`src/rtl/ime_sad_sched.sv`:
```
// Round-robin scheduler and row sequencer for the shared 16-lane IME abs-diff datapath.
// Optional early termination on threshold is enabled by defining IME_SAD_EARLY_TERM_EN.
module ime_sad_sched #(
  parameter int ADDR_W    = 8,
  parameter int SAD_W     = 16,
  parameter int BIT_DEPTH = 8
) (
  input  logic                      clk,
  input  logic                      rst_n,
  input  logic [1:0]                req_i,
  input  logic [ADDR_W-1:0]         ref_base0_i,
  input  logic [ADDR_W-1:0]         ref_base1_i,
  input  logic [SAD_W-1:0]          thr_i,
  output logic [1:0]                ack_o,
  output logic                      rd_en_o,
  output logic [3:0]                cur_addr_o,
  output logic [ADDR_W-1:0]         ref_addr_o,
  input  logic [16*BIT_DEPTH-1:0]   cur_row_i,
  input  logic [16*BIT_DEPTH-1:0]   ref_row_i,
  output logic                      sad_valid_o,
  output logic [SAD_W-1:0]          sad_o,
  output logic                      sad_id_o,
  output logic                      early_o
);

  localparam int RS_W = BIT_DEPTH + 4;

  typedef enum logic [1:0] {IDLE, READ, WAIT, DONE} state_t;

  state_t            state, state_nxt;
  logic              last_id;
  logic              cur_id;
  logic              grant_id;
  logic [ADDR_W-1:0] base_r;
  logic [3:0]        row;
  logic [SAD_W-1:0]  acc;
  logic [RS_W-1:0]   rsum;
  logic              vld_p0;
  logic              early_r;
  logic              stop;
  logic [1:0]        ack_r;

  function automatic logic [BIT_DEPTH-1:0] abs_diff(input logic [BIT_DEPTH-1:0] a,
                                                    input logic [BIT_DEPTH-1:0] b);
    logic signed [BIT_DEPTH:0] d;
    logic signed [BIT_DEPTH:0] m;
    d = $signed({1'b0, a}) - $signed({1'b0, b});
    m = d[BIT_DEPTH] ? -d : d;
    return m[BIT_DEPTH-1:0];
  endfunction

  // Pairwise reduction in place: slot i at each level consumes slots 2i and 2i+1.
  function automatic logic [RS_W-1:0] row_sum(input logic [16*BIT_DEPTH-1:0] c,
                                               input logic [16*BIT_DEPTH-1:0] r);
    logic [RS_W-1:0] t [16];
    for (int i = 0; i < 16; i++)
      t[i] = RS_W'(abs_diff(c[i*BIT_DEPTH +: BIT_DEPTH], r[i*BIT_DEPTH +: BIT_DEPTH]));
    for (int s = 8; s >= 1; s = s / 2)
      for (int i = 0; i < s; i++)
        t[i] = t[2*i] + t[2*i+1];
    return t[0];
  endfunction

  // On a tie the requester not served last wins.
  assign grant_id = (req_i == 2'b11) ? ~last_id : req_i[1];

`ifdef IME_SAD_EARLY_TERM_EN
  logic [SAD_W-1:0] thr_r;

  always_ff @(posedge clk or negedge rst_n) begin
    if (!rst_n)
      thr_r <= '0;
    else if (state == IDLE && |req_i)
      thr_r <= thr_i;
  end

  assign stop = (state == READ) && (acc > thr_r);
`else
  logic unused_thr;
  assign unused_thr = ^thr_i;
  assign stop       = 1'b0;
`endif

  always_ff @(posedge clk or negedge rst_n) begin
    if (!rst_n)
      state <= IDLE;
    else
      state <= state_nxt;
  end

  always_comb begin
    state_nxt   = state;
    rd_en_o     = 1'b0;
    sad_valid_o = 1'b0;
    case (state)
      IDLE: if (|req_i) state_nxt = READ;
      READ: begin
        if (stop) begin
          state_nxt = DONE;
        end else begin
          rd_en_o = 1'b1;
          if (row == 4'd15) state_nxt = WAIT;
        end
      end
      WAIT: state_nxt = DONE;
      DONE: begin
        sad_valid_o = 1'b1;
        state_nxt   = IDLE;
      end
      default: state_nxt = IDLE;
    endcase
  end

  always_ff @(posedge clk or negedge rst_n) begin
    if (!rst_n) begin
      row     <= 4'd0;
      base_r  <= '0;
      cur_id  <= 1'b0;
      last_id <= 1'b1;
      early_r <= 1'b0;
      ack_r   <= 2'b00;
    end else begin
      ack_r <= 2'b00;
      case (state)
        IDLE: begin
          if (|req_i) begin
            cur_id  <= grant_id;
            base_r  <= grant_id ? ref_base1_i : ref_base0_i;
            ack_r   <= grant_id ? 2'b10 : 2'b01;
            row     <= 4'd0;
            early_r <= 1'b0;
          end
        end
        READ: begin
          if (stop) early_r <= 1'b1;
          else      row     <= row + 4'd1;
        end
        DONE:    last_id <= cur_id;
        default: ;
      endcase
    end
  end

  // Stage p0: read data returns one cycle after the strobe.
  always_ff @(posedge clk or negedge rst_n) begin
    if (!rst_n)
      vld_p0 <= 1'b0;
    else
      vld_p0 <= rd_en_o;
  end

  assign rsum = row_sum(cur_row_i, ref_row_i);

  // A row landing in the cycle that triggers the stop is dropped.
  always_ff @(posedge clk or negedge rst_n) begin
    if (!rst_n)
      acc <= '0;
    else if (state == IDLE && |req_i)
      acc <= '0;
    else if (vld_p0 && !stop)
      acc <= acc + SAD_W'(rsum);
  end

  assign ack_o      = ack_r;
  assign cur_addr_o = rd_en_o ? row : 4'd0;
  assign ref_addr_o = rd_en_o ? (base_r + ADDR_W'(row)) : '0;
  assign sad_o      = sad_valid_o ? acc : '0;
  assign sad_id_o   = sad_valid_o & cur_id;
  assign early_o    = sad_valid_o & early_r;

endmodule

```
`config.mk`:
```
export PLATFORM = sky130hd
export DESIGN_NAME = ime_sad_sched
export DESIGN_NICKNAME = d
export VERILOG_FILES = /design/src/rtl/ime_sad_sched.sv
export SDC_FILE = /design/constraint.sdc
export NUM_CORES = 1
export LEC_CHECK = 0
export CELL_PAD_IN_SITES_DETAIL_PLACEMENT = 0
export CELL_PAD_IN_SITES_GLOBAL_PLACEMENT = 1
export CORE_MARGIN = 5
export CORE_UTILIZATION = 41
export DETAILED_ROUTE_END_ITERATION = 12
export GPL_TIMING_DRIVEN = 0
export PLACE_DENSITY = 0.9
export REMOVE_ABC_BUFFERS = 1
export SYNTH_ARGS = -nofsm -noshare
export SYNTH_HDL_FRONTEND = slang
export SYNTH_SLANG_ARGS = --single-unit
```
`constraint.sdc`:
```
create_clock -name clk -period 15.4 [get_ports clk]
set_clock_uncertainty 0.15 [all_clocks]
set_input_delay 4.62 -clock clk [delete_from_list [all_inputs] [get_ports clk]]
set_output_delay 4.62 -clock clk [all_outputs]
set_load 0.1 [all_outputs]
```
=== Word-level counts from Yosys, hierarchy flattened ===
Index checks and enable logic that the tools add are counted.

* Add/subtract/negate cells: 50
* Equality and inequality tests: 7
* Muxes and demuxes: 33
* Bitwise operators: 2
* Reduce and logical (&&, ||, !) cells: 8

{| class="wikitable"
|+ Operators by type and width
! cell !! count
|-
| $mux 8 || 18
|-
| $sub 8x8->9 || 16
|-
| $neg 8->8 || 16
|-
| $add 8x8->9 || 8
|-
| $mux 16 || 3
|-
| $add 9x9->10 || 4
|-
| $add 10x10->11 || 2
|-
| $add 16x12->16 || 1
|-
| $add 11x11->12 || 1
|-
| $mux 2 || 5
|-
| $add 8x4->8 || 1
|-
| $mux 4 || 2
|-
| $pmux 2 s4 || 1
|-
| $pmux 4 s2 || 1
|-
| $eq 2x2->1 const B || 3
|-
| $reduce_and 2->1 || 3
|-
| $add 4x1->4 const B || 1
|-
| $eq 4x4->1 const B || 1
|-
| $reduce_bool 2->1 || 2
|-
| $mux 1 || 3
|-
| $eq 2x1->1 const B || 1
|-
| $logic_not 2->1 || 1
|-
| $ne 2x1->1 const B || 1
|-
| $ne 2x2->1 const B || 1
|-
| other kinds (4) || 4
|}

* Register bits: 35
* Input port bits: 292
* Output and inout port bits: 34
* Word-level logic and storage cells: 108

=== Depth between registers and ports, before layout ===
* Depth after elaboration: 10
* Gate-level depth with buffers: 29
* Gate-level depth less buffers: 29

=== Least setup slack after synthesis ===
Ideal clock, no wire load.

* Path kind: in2reg
* Start: in cur_row_i[64]
* End: reg acc[12]
* Setup time: 0.126 ns
* Arrival time: 11.308 ns
* Data required time: 15.124 ns
* Path slack: 3.815 ns
* Stages: 29
* Path buffers: 0
* Path through: inv_1 ha_1 inv_1 fa_1 a211oi_2 o21ai_1 a21o_1 a21o_1 nor2_1 xor2_1 fa_1 inv_1 fa_1 inv_1 fa_1 inv_1 fa_1 inv_1 fa_1 inv_1 fa_1 ha_1 fa_1 a211oi_2 o21bai_2 a2111oi_4 nor3_2 mux2i_1 a311o_1

* Word-level cells in the longest chain between the ends: 10

{| class="wikitable"
|+ Ends and longest elaborated chain
! item !! line !! RTL
|-
| from (decl) || 18 || <nowiki>input logic [16*BIT_DEPTH-1:0] cur_row_i,</nowiki>
|-
| $sub 8x8->9 * || 47 || <nowiki>d = $signed({1'b0, a}) - $signed({1'b0, b});</nowiki>
|-
| $neg 8->8 || 48 || <nowiki>m = d[BIT_DEPTH] ? -d : d;</nowiki>
|-
| $mux 8 * || 48 ||
|-
| $add 8x8->9 * || 60 || <nowiki>t[i] = t[2*i] + t[2*i+1];</nowiki>
|-
| $add 9x9->10 * || 60 ||
|-
| $add 10x10->11 * || 60 ||
|-
| $add 11x11->12 * || 60 ||
|-
| $add 16x12->16 * || 161 || <nowiki>acc <= acc + SAD_W'(rsum);</nowiki>
|-
| $mux 16 * || 160 || <nowiki>else if (vld_p0 && !stop)</nowiki>
|-
| $mux 16 * || 158 || <nowiki>else if (state == IDLE && |req_i)</nowiki>
|-
| to (signal assigned) || 161 ||
|-
| to (decl) || 36 || <nowiki>logic [SAD_W-1:0] acc;</nowiki>
|}

Mark *: on every way between the ends. The rest lies on a longest branch, timed or not. The select of a mux whose other input is x is not followed.
A chain may end at the register's enable or synchronous reset.

=== Final worst setup path ===
* Start: in cur_row_i[16]
* End: reg acc[12]

Same word-level chain as after synthesis.

==> run metrics <==
run status=complete, no violations; distinct cell type count after synthesis=64; die height=189 µm; Pins Over Slew Limit=0; total of flip-flops plus latches after synthesis=35; crit path capture=acc[12]$_DFFE_PN0P_; commonest non-fill, non-tap cell in the layout=clkdlybuf4s50_1; CTS resizes=0; Core Area=0.0316 mm²; vias in the first global route=roughly 12000; CTS sink cnt=35; H-tree depth=2; CP Depth=28; CTS buffer count=5; CTS clk-pin slew, worst paths=~0.060 ns; First-pass DRT Iterations=5; largest net degree at the start of global routing=36; most used cell along the critical path=fa_1; area delta synth->final=28.1%; top routing layer used=met4; Mean Syn Cell Area=8.13 µm²; layout cell share with drive strength beyond 1=1.83%; FF-to-FF End=acc[12]$_DFFE_PN0P_; Layout Utilization=a little over half; # rows=65; Worst-Margin Slew=1.23 ns; Post-synth top flop=dfrtp_1; crit path launch=cur_row_i[16]; Setup crit end kind=register; Reg-to-Reg Start=acc[2]$_DFFE_PN0P_; Max Cap Viol=0; crit-path leading delay family=adder cells; Longest Clk Path Bufs=2; hold slack=0.335 ns; number of port buffers=308; Post-synth EDFFs=0; Final #Nets=2524; Synth warnings=0; worst r2r path cells=16; Slew HR=17.7%; setup TNS=0 ns; Via density=5.01; period utilization=between 70% and 80%; Root Driver=clkbuf_16; Met1 Wirelength=15.6 mm; DIE AREA=around 0.036 mm²; RSZ-0062 raised after global routing=no; Crit path largest cell delay=~0.54 ns; die span in x=189 µm; met3 WL=between 1.5 and 2 mm; GRT Total Usage=18.7%; DR iter-0 viols=576; # IOs=326; DR vias=approximately 12000; DRC=0; final wirelength=roughly 34 mm; Max Clock Freq=81.3 MHz; worst hold path class=register to register; initial antenna violation count=0; most frequent cells in the layout=clkdlybuf4s50_1 (307), inv_1 (306), nor2_1 (198); Crit-path slowest cell=fa_1; final-report setup violation count=0; worst skew pair latency=0.28 ns; CTS tree=built; Hold-fix buffers, CTS=0; largest fanout on the critical path=7; GPL Wtd Cong=0.885; Crit path buffers/inverters=6; Crit Path Category=input port to register; WL per Instance=14.8 µm; Async S/R FF share, synth=100%; ANT nets after route=0; CP startpoint kind=input port; DR WL met2=16.4 mm; Ant. Diodes=0; global-route wire length before repair=~57 mm; critical path data required time=between 15 and 20 ns; Setup Fix Bufs, Post-CTS=0; Crit path arrival time=12.31 ns; post-synthesis sequential area ratio=under 10%; Mapped Cells=1610; Tmin final=12.31 ns; HPWL after DPL=30.9 mm; Starting Density=41.5%; Fin. Hold Viols=0; worst reg-to-reg setup slack=9.35 ns; remaining global-route overflow=0; Netlist Area Pre-Place=0.0131 mm²
-- final cells by class --
| cell class | count | area, µm² |
|---|---|---|
| Inverter | 307 | 1150 |
| Clock buffer | 7 | 133 |
| Clock inverter | 1 | 5.00 |
| Sequential cell | 35 | 877 |
| Timing Repair Buffer | 309 | 3090 |
| Tap cell | 402 | 503 |
| Fill cell | 2929 | 14800 |
| Multi-Input combinational cell | 1257 | 11000 |
-- logic make-up (layout without fill, tap and decap cells) --
| logic type | count (synthesis) | in the layout | share of synthesized area [%] |
|---|---|---|---|
| other | 1 | 1 | 0.0286 |
| AO/OA/AOI/OAI | 350 | 350 | 18.0 |
| flip-flops | 35 | 35 | 6.70 |
| XOR/XNOR | 186 | 186 | 12.4 |
| buffers and inverters | 318 | 624 | 9.15 |
| adder cells (fa/ha/maj) | 317 | 317 | 38.0 |
| AND/OR/NAND/NOR | 374 | 374 | 13.5 |
| multiplexers | 29 | 29 | 2.28 |
-- cells in the mapped netlist (16+ instances only) --
master,n,area share [%]
o21a_1,37,2.1
o21ai_0,25,0.96
nand2b_1,19,0.91
nor2b_1,18,0.86
dfrtp_1,34,6.5
a21o_1,35,2.0
nand2_1,27,0.77
a31oi_1,23,1.1
and2_1,29,1.4
o31ai_1,20,1.1
a21oi_1,95,3.6
xor2_1,83,5.6
inv_1,306,8.8
a211oi_2,16,1.5
nor2_1,198,5.7
o21bai_1,18,1.0
o21ai_1,37,1.4
mux2i_1,22,1.7
ha_1,183,17
fa_1,134,20
xnor2_1,103,6.9
nor3_1,27,1.0
nand3_1,24,0.92
-- registers in the layout (all words and copies together) (netlist names) --
signal	count
vld_p0	1
last_id	1
cur_id	1
state	2
acc	16
row	4
ack_o	2
base_r	8
-- per-layer routing --
layer  GRT usage (%)  up-vias
met4            2.97        0
met1            25.5     5369
met2            32.5      286
li1                -     5936
met5               0        -
met3            2.28       32
-- stage by stage --
stage / instance area [µm²] / std cells / worst slack (ns)
after floorplan: 13000 / 1599 / 3.81
after global placement: 16600 / 2309 / 2.91
after detailed placement: 16600 / 2310 / 2.87
after CTS: 16800 / 2318 / 3.13
after global routing: 16800 / 2318 / 2.68
final: 16800 / 2318 / 3.09
-- how the worst min path moves through the flow --
| stage | start | end | slack (ns) | depth (start not counted) |
|---|---|---|---|---|
| CTS | base_r[0]$_DFFE_PN0P_ | base_r[0]$_DFFE_PN0P_ | 0.34 | 2 |
| global placement | base_r[2]$_DFFE_PN0P_ | base_r[2]$_DFFE_PN0P_ | 0.32 | 2 |
| finish | base_r[0]$_DFFE_PN0P_ | base_r[0]$_DFFE_PN0P_ | 0.33 | 2 |
| floorplan | base_r[0]$_DFFE_PN0P_ | base_r[0]$_DFFE_PN0P_ | 0.31 | 2 |
| detailed placement | base_r[0]$_DFFE_PN0P_ | base_r[0]$_DFFE_PN0P_ | 0.33 | 2 |
| global route | base_r[0]$_DFFE_PN0P_ | base_r[0]$_DFFE_PN0P_ | 0.37 | 2 |
-- worst register-to-register path, delay by kind of cell, from the launching register on --
family,cells,cell delay [ns]
AND/OR/NAND/NOR,1,0.10
multiplexers,1,0.13
flip-flops,1,0.41
adder cells (fa/ha/maj),8,3.87
buffers and inverters,2,0.11
AO/OA/AOI/OAI,4,1.16
Power is not shown: default switching activity piles up to over one toggle a cycle in this logic, so the estimate is an artifact.
